`config.mk`:
```
export PLATFORM = sky130hd
export DESIGN_NAME = uart_receive
export DESIGN_NICKNAME = d
export VERILOG_FILES = /design/src/rtl/uart_receive.sv
export SDC_FILE = /design/constraint.sdc
export NUM_CORES = 1
export LEC_CHECK = 0
export CORE_ASPECT_RATIO = 0.5
export CORE_MARGIN = 8
export CORE_UTILIZATION = 52
export CTS_BUF_LIST = sky130_fd_sc_hd__clkbuf_4 sky130_fd_sc_hd__clkbuf_8
export DETAILED_ROUTE_END_ITERATION = 7
export MAX_ROUTING_LAYER = met4
export PLACE_DENSITY = 0.77
export SYNTH_ARGS = -nofsm -noshare
export SYNTH_HDL_FRONTEND = slang
export SYNTH_SLANG_ARGS = --single-unit
```
`constraint.sdc`:
```
create_clock -name clk -period 3.85 [get_ports clk]
set_input_delay 0.77 -clock clk [delete_from_list [all_inputs] [get_ports clk]]
set_output_delay 0.77 -clock clk [all_outputs]
set_load 0.01 [all_outputs]
```
`src/rtl/uart_receive.sv`:
```
// UART receiver: start bit, D_WIDTH data bits LSB first, one stop bit, idle-high line.
// Good words appear on a valid/ready port; framing errors and overruns pulse for one cycle.
module uart_receive #(
  parameter int D_WIDTH      = 13,
  parameter int CLKS_PER_BIT = 1
) (
  input  logic               clk,
  input  logic               rst,
  input  logic               rx,
  output logic [D_WIDTH-1:0] rx_data,
  output logic               rx_valid,
  input  logic               rx_ready,
  output logic               frame_err,
  output logic               overrun,
  output logic               rx_busy
);

  localparam int HALF = (CLKS_PER_BIT - 1) / 2;
  localparam int CW   = (CLKS_PER_BIT > 1) ? $clog2(CLKS_PER_BIT) : 1;
  localparam int IW   = $clog2(D_WIDTH + 1);

  localparam logic [CW-1:0] CNT_BIT  = CW'(CLKS_PER_BIT - 1);
  localparam logic [CW-1:0] CNT_HALF = CW'((HALF > 0) ? HALF - 1 : 0);
  localparam logic [IW-1:0] IDX_LAST = IW'(D_WIDTH - 1);

  typedef enum logic [2:0] {
    WAIT_HI,
    IDLE,
    START,
    DATA,
    STOP
  } state_e;

  state_e             state_q, state_d;
  logic [CW-1:0]      cnt_q, cnt_d;
  logic [IW-1:0]      idx_q, idx_d;
  logic [D_WIDTH-1:0] shift_q, shift_d;
  logic [D_WIDTH-1:0] data_q, data_d;
  logic               valid_q, valid_d;
  logic               ferr_q, ferr_d;
  logic               ovr_q, ovr_d;
  logic               busy_q, busy_d;

  always_ff @(posedge clk) begin
    if (rst) begin
      state_q <= WAIT_HI;
      cnt_q   <= '0;
      idx_q   <= '0;
      data_q  <= '0;
      valid_q <= 1'b0;
      ferr_q  <= 1'b0;
      ovr_q   <= 1'b0;
      busy_q  <= 1'b0;
    end else begin
      state_q <= state_d;
      cnt_q   <= cnt_d;
      idx_q   <= idx_d;
      data_q  <= data_d;
      valid_q <= valid_d;
      ferr_q  <= ferr_d;
      ovr_q   <= ovr_d;
      busy_q  <= busy_d;
    end
  end

  // The shift register is pure datapath; its content is only used after a full frame.
  always_ff @(posedge clk) begin
    shift_q <= shift_d;
  end

  always_comb begin
    state_d = state_q;
    cnt_d   = cnt_q;
    idx_d   = idx_q;
    shift_d = shift_q;
    data_d  = data_q;
    valid_d = valid_q;
    ferr_d  = 1'b0;
    ovr_d   = 1'b0;

    if (valid_q && rx_ready) begin
      valid_d = 1'b0;
    end

    case (state_q)
      WAIT_HI: begin
        if (rx) begin
          state_d = IDLE;
        end
      end

      IDLE: begin
        if (!rx) begin
          if (HALF == 0) begin
            state_d = DATA;
            cnt_d   = CNT_BIT;
            idx_d   = '0;
          end else begin
            state_d = START;
            cnt_d   = CNT_HALF;
          end
        end
      end

      START: begin
        if (cnt_q != '0) begin
          cnt_d = cnt_q - CW'(1);
        end else if (!rx) begin
          state_d = DATA;
          cnt_d   = CNT_BIT;
          idx_d   = '0;
        end else begin
          // Start bit gone by mid-bit: treat as a glitch.
          state_d = IDLE;
        end
      end

      DATA: begin
        if (cnt_q != '0) begin
          cnt_d = cnt_q - CW'(1);
        end else begin
          shift_d              = shift_q >> 1;
          shift_d[D_WIDTH-1]   = rx;
          idx_d                = idx_q + IW'(1);
          cnt_d                = CNT_BIT;
          if (idx_q == IDX_LAST) begin
            state_d = STOP;
          end
        end
      end

      STOP: begin
        if (cnt_q != '0) begin
          cnt_d = cnt_q - CW'(1);
        end else if (!rx) begin
          ferr_d  = 1'b1;
          state_d = WAIT_HI;
        end else if (!valid_q || rx_ready) begin
          data_d  = shift_q;
          valid_d = 1'b1;
          state_d = IDLE;
        end else begin
          ovr_d   = 1'b1;
          state_d = IDLE;
        end
      end

      default: begin
        state_d = WAIT_HI;
      end
    endcase

    // Registered so that busy reads 0 straight out of reset while the FSM sits in WAIT_HI.
    busy_d = (state_d != IDLE);
  end

  assign rx_data   = data_q;
  assign rx_valid  = valid_q;
  assign frame_err = ferr_q;
  assign overrun   = ovr_q;
  assign rx_busy   = busy_q;

endmodule

```
# Yosys cells after proc, flatten, opt, wreduce, memory -nomap -nowiden
# Index checks and enable logic that the tools add are counted.
dict set report totals {
  regBits 38
  in_bits 4
  out_inout_bits 17
  word_cells 59
}
dict set report op_classes {
  n_addsub 2
  n_eq_ne 9
  mux 23
  bitwise_logic 3
  n_reduce_logical 13
}
# cell n
set op_table {}
lappend op_table {{3-bit 2-to-1 mux} 6}
lappend op_table {{3-bit case mux with 5 select lines} 1}
lappend op_table {{4-bit 2-to-1 mux} 3}
lappend op_table {{4-bit case mux with 3 select lines} 1}
lappend op_table {{1-bit 2-to-1 mux} 10}
lappend op_table {{3-bit by 2-bit == test with 1-bit output, second input constant} 2}
lappend op_table {{2-bit != test, second input constant} 3}
lappend op_table {{3-bit OR reduction} 2}
lappend op_table {{4-bit by 1-bit adder with 4-bit output, second input constant} 1}
lappend op_table {{4-bit == test, second input constant} 1}
lappend op_table {{2-bit AND reduction} 2}
lappend op_table {{4-bit AND reduction} 1}
lappend op_table {{4-bit OR reduction} 1}
lappend op_table {{3-bit by 1-bit == test with 1-bit output, second input constant} 1}
lappend op_table {{3-bit == test, second input constant} 1}
lappend op_table {{3-bit zero test} 1}
lappend op_table {{3-bit by 1-bit != test with 1-bit output, second input constant} 1}
lappend op_table {{1-bit inverter} 3}
lappend op_table {{3-bit AND reduction} 1}
lappend op_table {{3-bit nonzero test} 1}
lappend op_table {{2-bit 2-to-1 mux} 1}
lappend op_table {{1-bit case mux with 2 select lines} 1}
lappend op_table {{2-bit nonzero test} 1}
lappend op_table {{1-bit logical AND} 1}
lappend op_table {{other kinds (3)} 3}

# Depth between registers and ports, before layout
# Gate-level depths: netlist (run 1).
dict set report logic_depth {
  depth_word 6
  depth_mapped 5
  mapped_depth_nobuf 5
}

# Worst setup path before layout (run 1)
# OpenSTA, ideal clock, no wires.
dict set report synth_timing {
  path_kind {input -> register}
  from {input rx}
  to {register idx_q[3]}
  arrival_ns 1.527
  required_time_ns 3.778
  setup_slack_ns 2.252
  cell_stages 4
  n_path_buf 1
  path_cell_list {buf_4 -> o21bai_1 -> a211oi_2 -> mux2i_1}
}
dict set report synth_between {
  elab_chain_len 3
}
# item line
set synth_lines {}
lappend synth_lines {{start, declared} 9} ;# input logic rx,
lappend synth_lines {{4-bit 2-to-1 mux *} --}
lappend synth_lines {{4-bit 2-to-1 mux} --}
lappend synth_lines {{4-bit case mux with 3 select lines *} --}
lappend synth_lines {{end signal, assigned} 57} ;# idx_q <= idx_d;
lappend synth_lines {{end, declared} 36} ;# logic [IW-1:0] idx_q, idx_d;
# Mark *: on every way between the ends. The rest lies on a longest branch, timed or not. The select of a mux whose other input is x is not followed.
# A chain may end at the register's enable or synchronous reset.

# Worst setup path in the final report (run 1)
dict set report layout_timing {
  from {input rx}
  to {register data_q[3], in the netlist rx_data[3]}
}
dict set report layout_between {
  elab_chain_len 1
}
# item line
set layout_lines {}
lappend layout_lines {{4-bit AND reduction (no source line)} --}
lappend layout_lines {{end signal, assigned} 58} ;# data_q <= data_d;
lappend layout_lines {{end, declared} 38} ;# logic [D_WIDTH-1:0] data_q, data_d;
# No other way between the ends.

==> results.toml, run 1 <==
[floorplanning]
die_h_um = 53.3
core_area_um2 = 2620
die_area_um2 = 4820
initial_core_util = 0.551
ios = 21
die-width_um = 90.5
num_rows = 13

[detailed_routing]
drt.antenna.violating_nets = 0
first_pass_iters = 4
post_drt_wl_per_cell_um = 14.3
vias = 1054
routed_wl_um = 2710
drtIter0Drc = 80
viasPerCell = 5.55
drcViolationCount = 0

[timing]
slew_headroom = 0.390
setup_violations = 0
rsz0062_at_grt = "false"
tightest_slew_ns = 0.913
finalCriticalPeriod_ns = 2.29
fin_crit_sh = 0.595
final.setup.tns_ns = 0
hold_viol_final = 0
slew_violations = 0
fin_skew_ns = 0.00884
fmax_mhz = 436

[setup_path]
end_kind = "flop"
r2r-start = "state_q[2]"
rrSetupSlack_ns = 2.08
cp.arrival_ns = 2.42
required_ns = 3.98
critPathMaxFanout = 15
r2r_cells = 3
critPathKind = "primary input to flop"
critPathLaunchType = "primary input"
r2r_end = "rx_data[3]"
cp-startpoint = "rx"

[status]
status = "completed"

[power]
p_total_uw = 716
power_leakage_uw = 0.000564
power_density_nw_per_um2 = 414
peakVddDrop_mv = 0.186

[cts]
cts_max_path_buffers = 2
cts_tree = "built"
numCtsBuffers = 5
clkTransAtPathRegs_ns = 0.07
cts_sinks = 37
clock_latency_ns = 0.29
hold_buffers = 0
post-cts-setup-buffer-count = 0
cts_root_buf = "clkbuf_8"
postCtsResizedCells = 0
htreeDepth = 2

[global_route]
grt_pass1_vias = 961
grt_max_degree = 25
antenna_found_initial = 0
grt_pass1_wl_um = 4480
grtUsageTotal = 0.123
grt_remaining_overflow = 0

[yosys]
seq_area_frac_synth = 0.603
synth_edf_count = 13
avgSynthCellArea_um2 = 10.7
synth_seq_cells = 37
synth_common_cells = "dfxtp_1 (24), a21oi_1 (21), nand3_1 (16)"
yosys_warnings = 0
post-synth-top-area-cell = "dfxtp_1"
ys_types = 29
async_flop_share = 0
yosysMostFrequentCell = "dfxtp_1"
synthFlopType = "dfxtp_1"
yosys.area.top_type_share = 0.333
postSynthCellCount = 135
synthesis.nets = 141
syn_area_um2 = 1440
netlist_top_cells_area = "dfxtp_1 (33%), edfxtp_1 (27%), a21oi_1 (7.3%), nand3_1 (5.5%), o21ai_0 (5.2%)"

[placement]
io_buffers = 20
gp_congestion = 0.755
dp_hpwl_um = 1750
dpl_cell_area_um2 = 1640

[job]
cap_violations = 0

[worst_hold_path]
hold_depth = 0
holdCritPathClass = "flop to flop"
hold_path_end = "shift_q[10]"
min-delay-start = "shift_q[11]"

[finish]
fin_util = 0.660
drive_above_1_share = 0.0654
fin_area_um2 = 1730
fin_nets = 158
area_delta_synth_final_pct = 19.8
antenna-diode-count = 0
-- kinds of logic after synthesis --
kind of cell | after synthesis | synth area share
AOI/OAI and AO/OA | 45 | 0.182
DFF | 37 | 0.603
and+or+nand+nor | 34 | 0.133
buffers and inverters | 14 | 0.0451
muxes | 2 | 0.0139
adders and majority gates | 2 | 0.0173
xor gates and xnor gates | 1 | 0.00607
-- critical path: stages --
cell,delay (ns)
clkdlybuf4s50_1,0.69
nand4bb_1,0.51
o21ai_0,0.35
a21oi_1,0.10
-- power breakdown --
group	internal, µW	switching, µW	leakage, µW
combinational	12.2	17.3	0.000202
clock	141	128	0.0000491
sequential	410	7.10	0.000312
-- sequential cells by signal (all words and copies together), names as in the netlist --
register	flops
rx_data	13
shift_q	13
idx_q	4
state_q	3
frame_err	1
overrun	1
rx_busy	1
rx_valid	1
-- cell type report --
| class | instances | area, µm² |
|---|---|---|
| inverters | 4 | 15.0 |
| clock inverters | 1 | 5.00 |
| clock buffers | 7 | 83.8 |
| well taps | 37 | 46.3 |
| fillers | 211 | 890 |
| repair buffers | 20 | 200 |
| multi-input cells | 84 | 508 |
| flip-flops and latches | 37 | 871 |
-- worst max path at each step --
stage / endpoint / slack (ns) / depth (start not counted)
after detailed placement: rx_data[3] / 1.27 / 4
final: rx_data[3] / 1.56 / 4
after global placement: rx_data[4] / 1.33 / 4
after global routing: rx_data[4] / 1.40 / 4
after floorplan: idx_q[3] / 2.25 / 4
after CTS: rx_data[3] / 1.58 / 4
-- metal layers --
metal	wire length (µm)	global-route usage
met4	51	0.0654
met3	179	0.0535
met2	1200	0.188
met5	0	-
met1	1270	0.136
-- placed cells by master, fill, tap and decap left out, types with 3 or more instances in the layout --
master            n
a21oi_1          21
clkbuf_8          5
nor2_1            4
nand3_1          16
nor4_1            3
inv_1             4
o21ai_0          15
edfxtp_1         13
dfxtp_1          24
nand2b_1          3
clkdlybuf4s50_1  20
-- through the flow --
stage,std cells,hold WS [ns],setup slack (ns)
final,190,0.454,1.56
after global routing,190,0.466,1.40
after CTS,190,0.454,1.58
after detailed placement,182,0.439,1.27
after global placement,182,0.429,1.33
after floorplan,135,0.426,2.25
No activity file was read; power rests on OpenSTA's default activity.
==> run 2, diff against run 1 <==
--- a/config.mk
+++ b/config.mk
@@ -7,7 +7,7 @@
 export LEC_CHECK = 0
 export CORE_ASPECT_RATIO = 0.5
 export CORE_MARGIN = 8
-export CORE_UTILIZATION = 52
+export CORE_UTILIZATION = 50
 export CTS_BUF_LIST = sky130_fd_sc_hd__clkbuf_4 sky130_fd_sc_hd__clkbuf_8
 export DETAILED_ROUTE_END_ITERATION = 7
 export MAX_ROUTING_LAYER = met4
==> constraint.sdc (replaced) <==
create_clock -name clk -period 2.1 [get_ports clk]
set_input_delay 0.42 -clock clk [delete_from_list [all_inputs] [get_ports clk]]
set_output_delay 0.42 -clock clk [all_outputs]
set_load 0.01 [all_outputs]
==> results.toml, run 2 (synthesized netlist as in run 1, its figures left out) <==
[status]
status = "completed"

[detailed_routing]
drtIter0Drc = 40
routed_wl_um = 2880
post_drt_wl_per_cell_um = 14.8
drt.antenna.violating_nets = 0
drcViolationCount = 0
viasPerCell = 5.66
first_pass_iters = 4
vias = 1099

[timing]
tightest_slew_ns = 0.781
fin_skew_ns = 0.00935
finalCriticalPeriod_ns = 1.61
slew_violations = 0
hold_viol_final = 0
slew_headroom = 0.478
fmax_mhz = 622
rsz0062_at_grt = "false"
fin_crit_sh = 0.765
hold_slack_ns = 0.450
final.setup.tns_ns = 0
setup_violations = 0

[global_route]
grt_max_degree = 17
grt_busiest_layer = "met2"
antenna_found_initial = 0
met3_usage = 0.0554
grt_remaining_overflow = 0
grtUsageTotal = 0.125
grt_pass1_vias = 1024
grt_pass1_wl_um = 4730
met2_usage = 0.208
met1_usage = 0.133

[cts]
cts_sinks = 37
cts_root_buf = "clkbuf_8"
clock_latency_ns = 0.29
numCtsBuffers = 5
clkTransAtPathRegs_ns = 0.08
postCtsResizedCells = 0
cts_max_path_buffers = 2
post-cts-setup-buffer-count = 0
htreeDepth = 2
hold_buffers = 0
cts_tree = "built"

[power]
power_density_nw_per_um2 = 801
power_leakage_uw = 0.000597
peakVddDrop_mv = 0.384

[setup_path]
end_kind = "output pin"
cp-startpoint = "rx_valid"
path_buf_inv = 1
rrSetupSlack_ns = 0.50
required_ns = 1.68
cpLargestDelayFamily = "buffers and inverters"
r2r_end = "idx_q[1]"
r2r-start = "state_q[2]"
r2r_cells = 3
critPathLaunchType = "flop"
critPathKind = "flop to output pin"
cp_cell_sequence = "clkdlybuf4s50_1"
crit_path_max_incr_delay_ns = 0.55
cp.arrival_ns = 1.19
critPathMaxFanout = 3
cp_slowest_cell = "clkdlybuf4s50_1"

[job]
cap_violations = 0

[finish]
fillCellCount = 211
area_delta_synth_final_pct = 24.3
mostFrequentLayoutCells = "dfxtp_1 (24), a21oi_1 (21), clkdlybuf4s50_1 (20)"
multi_input_area_um2 = 508
fin_nets = 162
layout_commonest_cell = "dfxtp_1"
antenna-diode-count = 0
drive_above_1_share = 0.0892
register_area_um2 = 871

[floorplanning]
initial_core_util = 0.541
die-width_um = 92.0
num_rows = 13
die_h_um = 54
die_area_um2 = 4970
ios = 21
core_area_um2 = 2670

[worst_hold_path]
min-delay-start = "shift_q[8]"
holdCritPathClass = "flop to flop"
hold_depth = 0
hold_path_end = "shift_q[7]"

[placement]
io_buffers = 20
dp_hpwl_um = 1910
gp_congestion = 0.783
==> run 2: power by group <==
group	total (µW)	leakage, µW	internal (µW)	switching [µW]
Combinational	60.1	0.000226	27.1	33.1
Sequential	765	0.000312	752	13.6
Clock	612	0.0000586	365	247
Total	1440	0.000597	1140	293
==> run 2: worst max-delay path by stage <==
stage,end,slack (ns),depth (start not counted)
after detailed placement,rx_data[11],0.26,4
final,rx_valid,0.49,1
after global placement,rx_data[8],0.31,4
after floorplan,shift_q[0],0.79,2
after CTS,rx_valid,0.48,1
after global routing,rx_data[6],0.34,4
==> run 2: area by class of cell <==
cell class	count	share of cell area
flip-flops and latches	37	0.485
multi-input cells	84	0.283
repair buffers	24	0.135
clock buffers	6	0.0425
well taps	37	0.0258
clock inverters	2	0.0195
inverters	4	0.00837
==> run 2: through the flow <==
| stage | setup WS [ns] | total power, µW | util | area, µm² | std cells |
|---|---|---|---|---|---|
| finish | 0.493 | 1440 | 0.673 | 1790 | 194 |
| detailed placement | 0.255 | 841 | 0.631 | 1680 | 186 |
| CTS | 0.480 | 1440 | 0.673 | 1790 | 194 |
| global route | 0.344 | 1480 | 0.673 | 1790 | 194 |
| global placement | 0.312 | 838 | 0.631 | 1680 | 186 |
| floorplan | 0.792 | 819 | - | 1440 | 135 |
==> run 2: metal layers <==
metal | routed length [µm] | vias to the layer above | share of wire
met5 | 0 | - | 0
met4 | 29 | 0 | 0.010
met1 | 1330 | 526 | 0.46
met2 | 1340 | 28 | 0.46
li1 | - | 540 | -
met3 | 181 | 5 | 0.063
==> run 3, diff against run 2 <==
==> constraint.sdc (replaced) <==
create_clock -name clk -period 1.35 [get_ports clk]
set_input_delay 0.27 -clock clk [delete_from_list [all_inputs] [get_ports clk]]
set_output_delay 0.27 -clock clk [all_outputs]
set_load 0.01 [all_outputs]
==> results.toml, run 3 (synthesized netlist as in run 1, its figures left out) <==
[timing]
final.setup.tns_ns = 0
fin_crit_sh = 0.946
slew_headroom = 0.693
fin_skew_ns = 0.00984
fmax_mhz = 783
rsz0062_at_grt = "false"
setup_violations = 0
setup_slack_ns = 0.0732
hold_slack_ns = 0.351
tightest_slew_ns = 0.459
slew_violations = 0
hold_viol_final = 0
finalCriticalPeriod_ns = 1.28

[detailed_routing]
drtIter0Drc = 67
post_drt_wl_per_cell_um = 14.9
routed_wl_um = 3030
drt.antenna.violating_nets = 0
viasPerCell = 5.56
vias = 1128
drcViolationCount = 0
first_pass_iters = 4

[global_route]
grt_pass1_wl_um = 4970
grt_max_degree = 22
grtUsageTotal = 0.132
grt_pass1_vias = 1094
met2_usage = 0.234
met3_usage = 0.0526
met1_usage = 0.132
grt_remaining_overflow = 0
grt_busiest_layer = "met2"
antenna_found_initial = 0

[power]
p_clk_frac = 0.430
p_sw_uw = 457
p_seq_frac = 0.518
power_report.internal_total_uw = 1830
power_leakage_uw = 0.000736
switching_share = 0.200
peakVddDrop_mv = 0.479
power_frac_comb = 0.052
power_density_nw_per_um2 = 1210

[finish]
layout_commonest_cell = "dfxtp_1"
area_delta_synth_final_pct = 30.3
drive_above_1_share = 0.157
fillCellCount = 195
mostFrequentLayoutCells = "dfxtp_1 (22), a21oi_1 (21), dlygate4sd2_1 (17)"
fin_area_um2 = 1880
stdcell_count = 203
multi_input_area_um2 = 510
fin_nets = 171
register_area_um2 = 873
antenna-diode-count = 0

[cts]
post-cts-setup-buffer-count = 0
htreeDepth = 2
cts_root_buf = "clkbuf_8"
clkTransAtPathRegs_ns = 0.07
clock_latency_ns = 0.29
numCtsBuffers = 5
cts_tree = "built"
postCtsResizedCells = 18
cts_max_path_buffers = 2
cts_sinks = 37
hold_buffers = 0

[floorplanning]
core_area_um2 = 2670
num_rows = 13
die-width_um = 92.0
ios = 21
die_h_um = 54
initial_core_util = 0.541
die_area_um2 = 4970

[setup_path]
crit_path_max_incr_delay_ns = 0.38
r2r_cells = 3
required_ns = 1.52
critPathMaxFanout = 7
cp_cell_sequence = "buf_4 -> or2_1 -> a2111oi_2"
r2r_end = "state_q[0]"
rrSetupSlack_ns = 0.07
cp_slowest_cell = "a2111oi_2"
endpoint = "state_q[0]"
cp-startpoint = "state_q[0]"
end_kind = "flop"
critPathLaunchType = "flop"
r2r-start = "state_q[0]"
cp.arrival_ns = 1.44
critPathKind = "flop to flop"

[job]
cap_violations = 0

[placement]
dpl_cell_area_um2 = 1780
pre_cts_slack_ns = -0.361
dp_hpwl_um = 2080
dp_cells = 195
io_buffers = 20
gp_congestion = 0.784

[worst_hold_path]
min-delay-start = "rx"
holdCritPathClass = "primary input to flop"

[status]
status = "completed"
==> run 3: cell count changes in the layout (fill, tap and decap cells not counted), sizes merged <==
cell           delta
clkinvlp          +1
clkinv            -1
dlygate4sd2      +17
buf               +9
clkdlybuf4s50    -18
dlymetal6s2s      +1
==> run 3: power by group through the flow <==
stage / logic (µW) / registers [µW] / clock network [µW]
after floorplan: 71.5 / 1200 / 0
after global placement: 116 / 1210 / 0
after detailed placement: 119 / 1210 / 0
after CTS: 119 / 1180 / 994
after global routing: 130 / 1180 / 1060
final: 118 / 1180 / 981
==> run 3: routing by layer <==
metal  vias to the layer above  wire, µm  share of wire
met2                        24      1550           0.51
met1                       546      1290           0.43
li1                        554         -              -
met4                         0        27         0.0089
met3                         4       163          0.054
met5                         -         0              0
==> run 3: worst min path at each step <==
| stage | to | slack (ns) | cells after the start |
|---|---|---|---|
| 5_1_grt | shift_q[12] | 0.38 | 1 |
| 3_5_place_dp | shift_q[7] | 0.44 | 0 |
| 3_3_place_gp | shift_q[11] | 0.43 | 0 |
| 4_1_cts | shift_q[8] | 0.45 | 0 |
| 2_1_floorplan | state_q[0] | 0.34 | 1 |
| 6_report | shift_q[12] | 0.35 | 1 |
==> run 3: critical path, delay by kind of cell, from the launching register on <==
kind	cells	cell delay, ns
flip-flops	1	0.35
buffers and inverters	1	0.17
AND/OR/NAND/NOR	1	0.26
AO/OA/AOI/OAI	1	0.38
==> run 3: per-stage QoR <==
stage               power (µW)   util
global placement          1320  0.666
detailed placement        1330  0.666
CTS                       2300  0.704
floorplan                 1270      -
finish                    2280  0.705
global route              2370  0.705
==> run 3: layout make-up <==
| type | count | area share |
|---|---|---|
| tap | 37 | 0.0246 |
| clock inverter | 2 | 0.0199 |
| sequential | 37 | 0.464 |
| timing repair buffer | 33 | 0.168 |
| clock buffer | 6 | 0.0439 |
| inverter | 4 | 0.00798 |
| multi-input combinational | 84 | 0.271 |
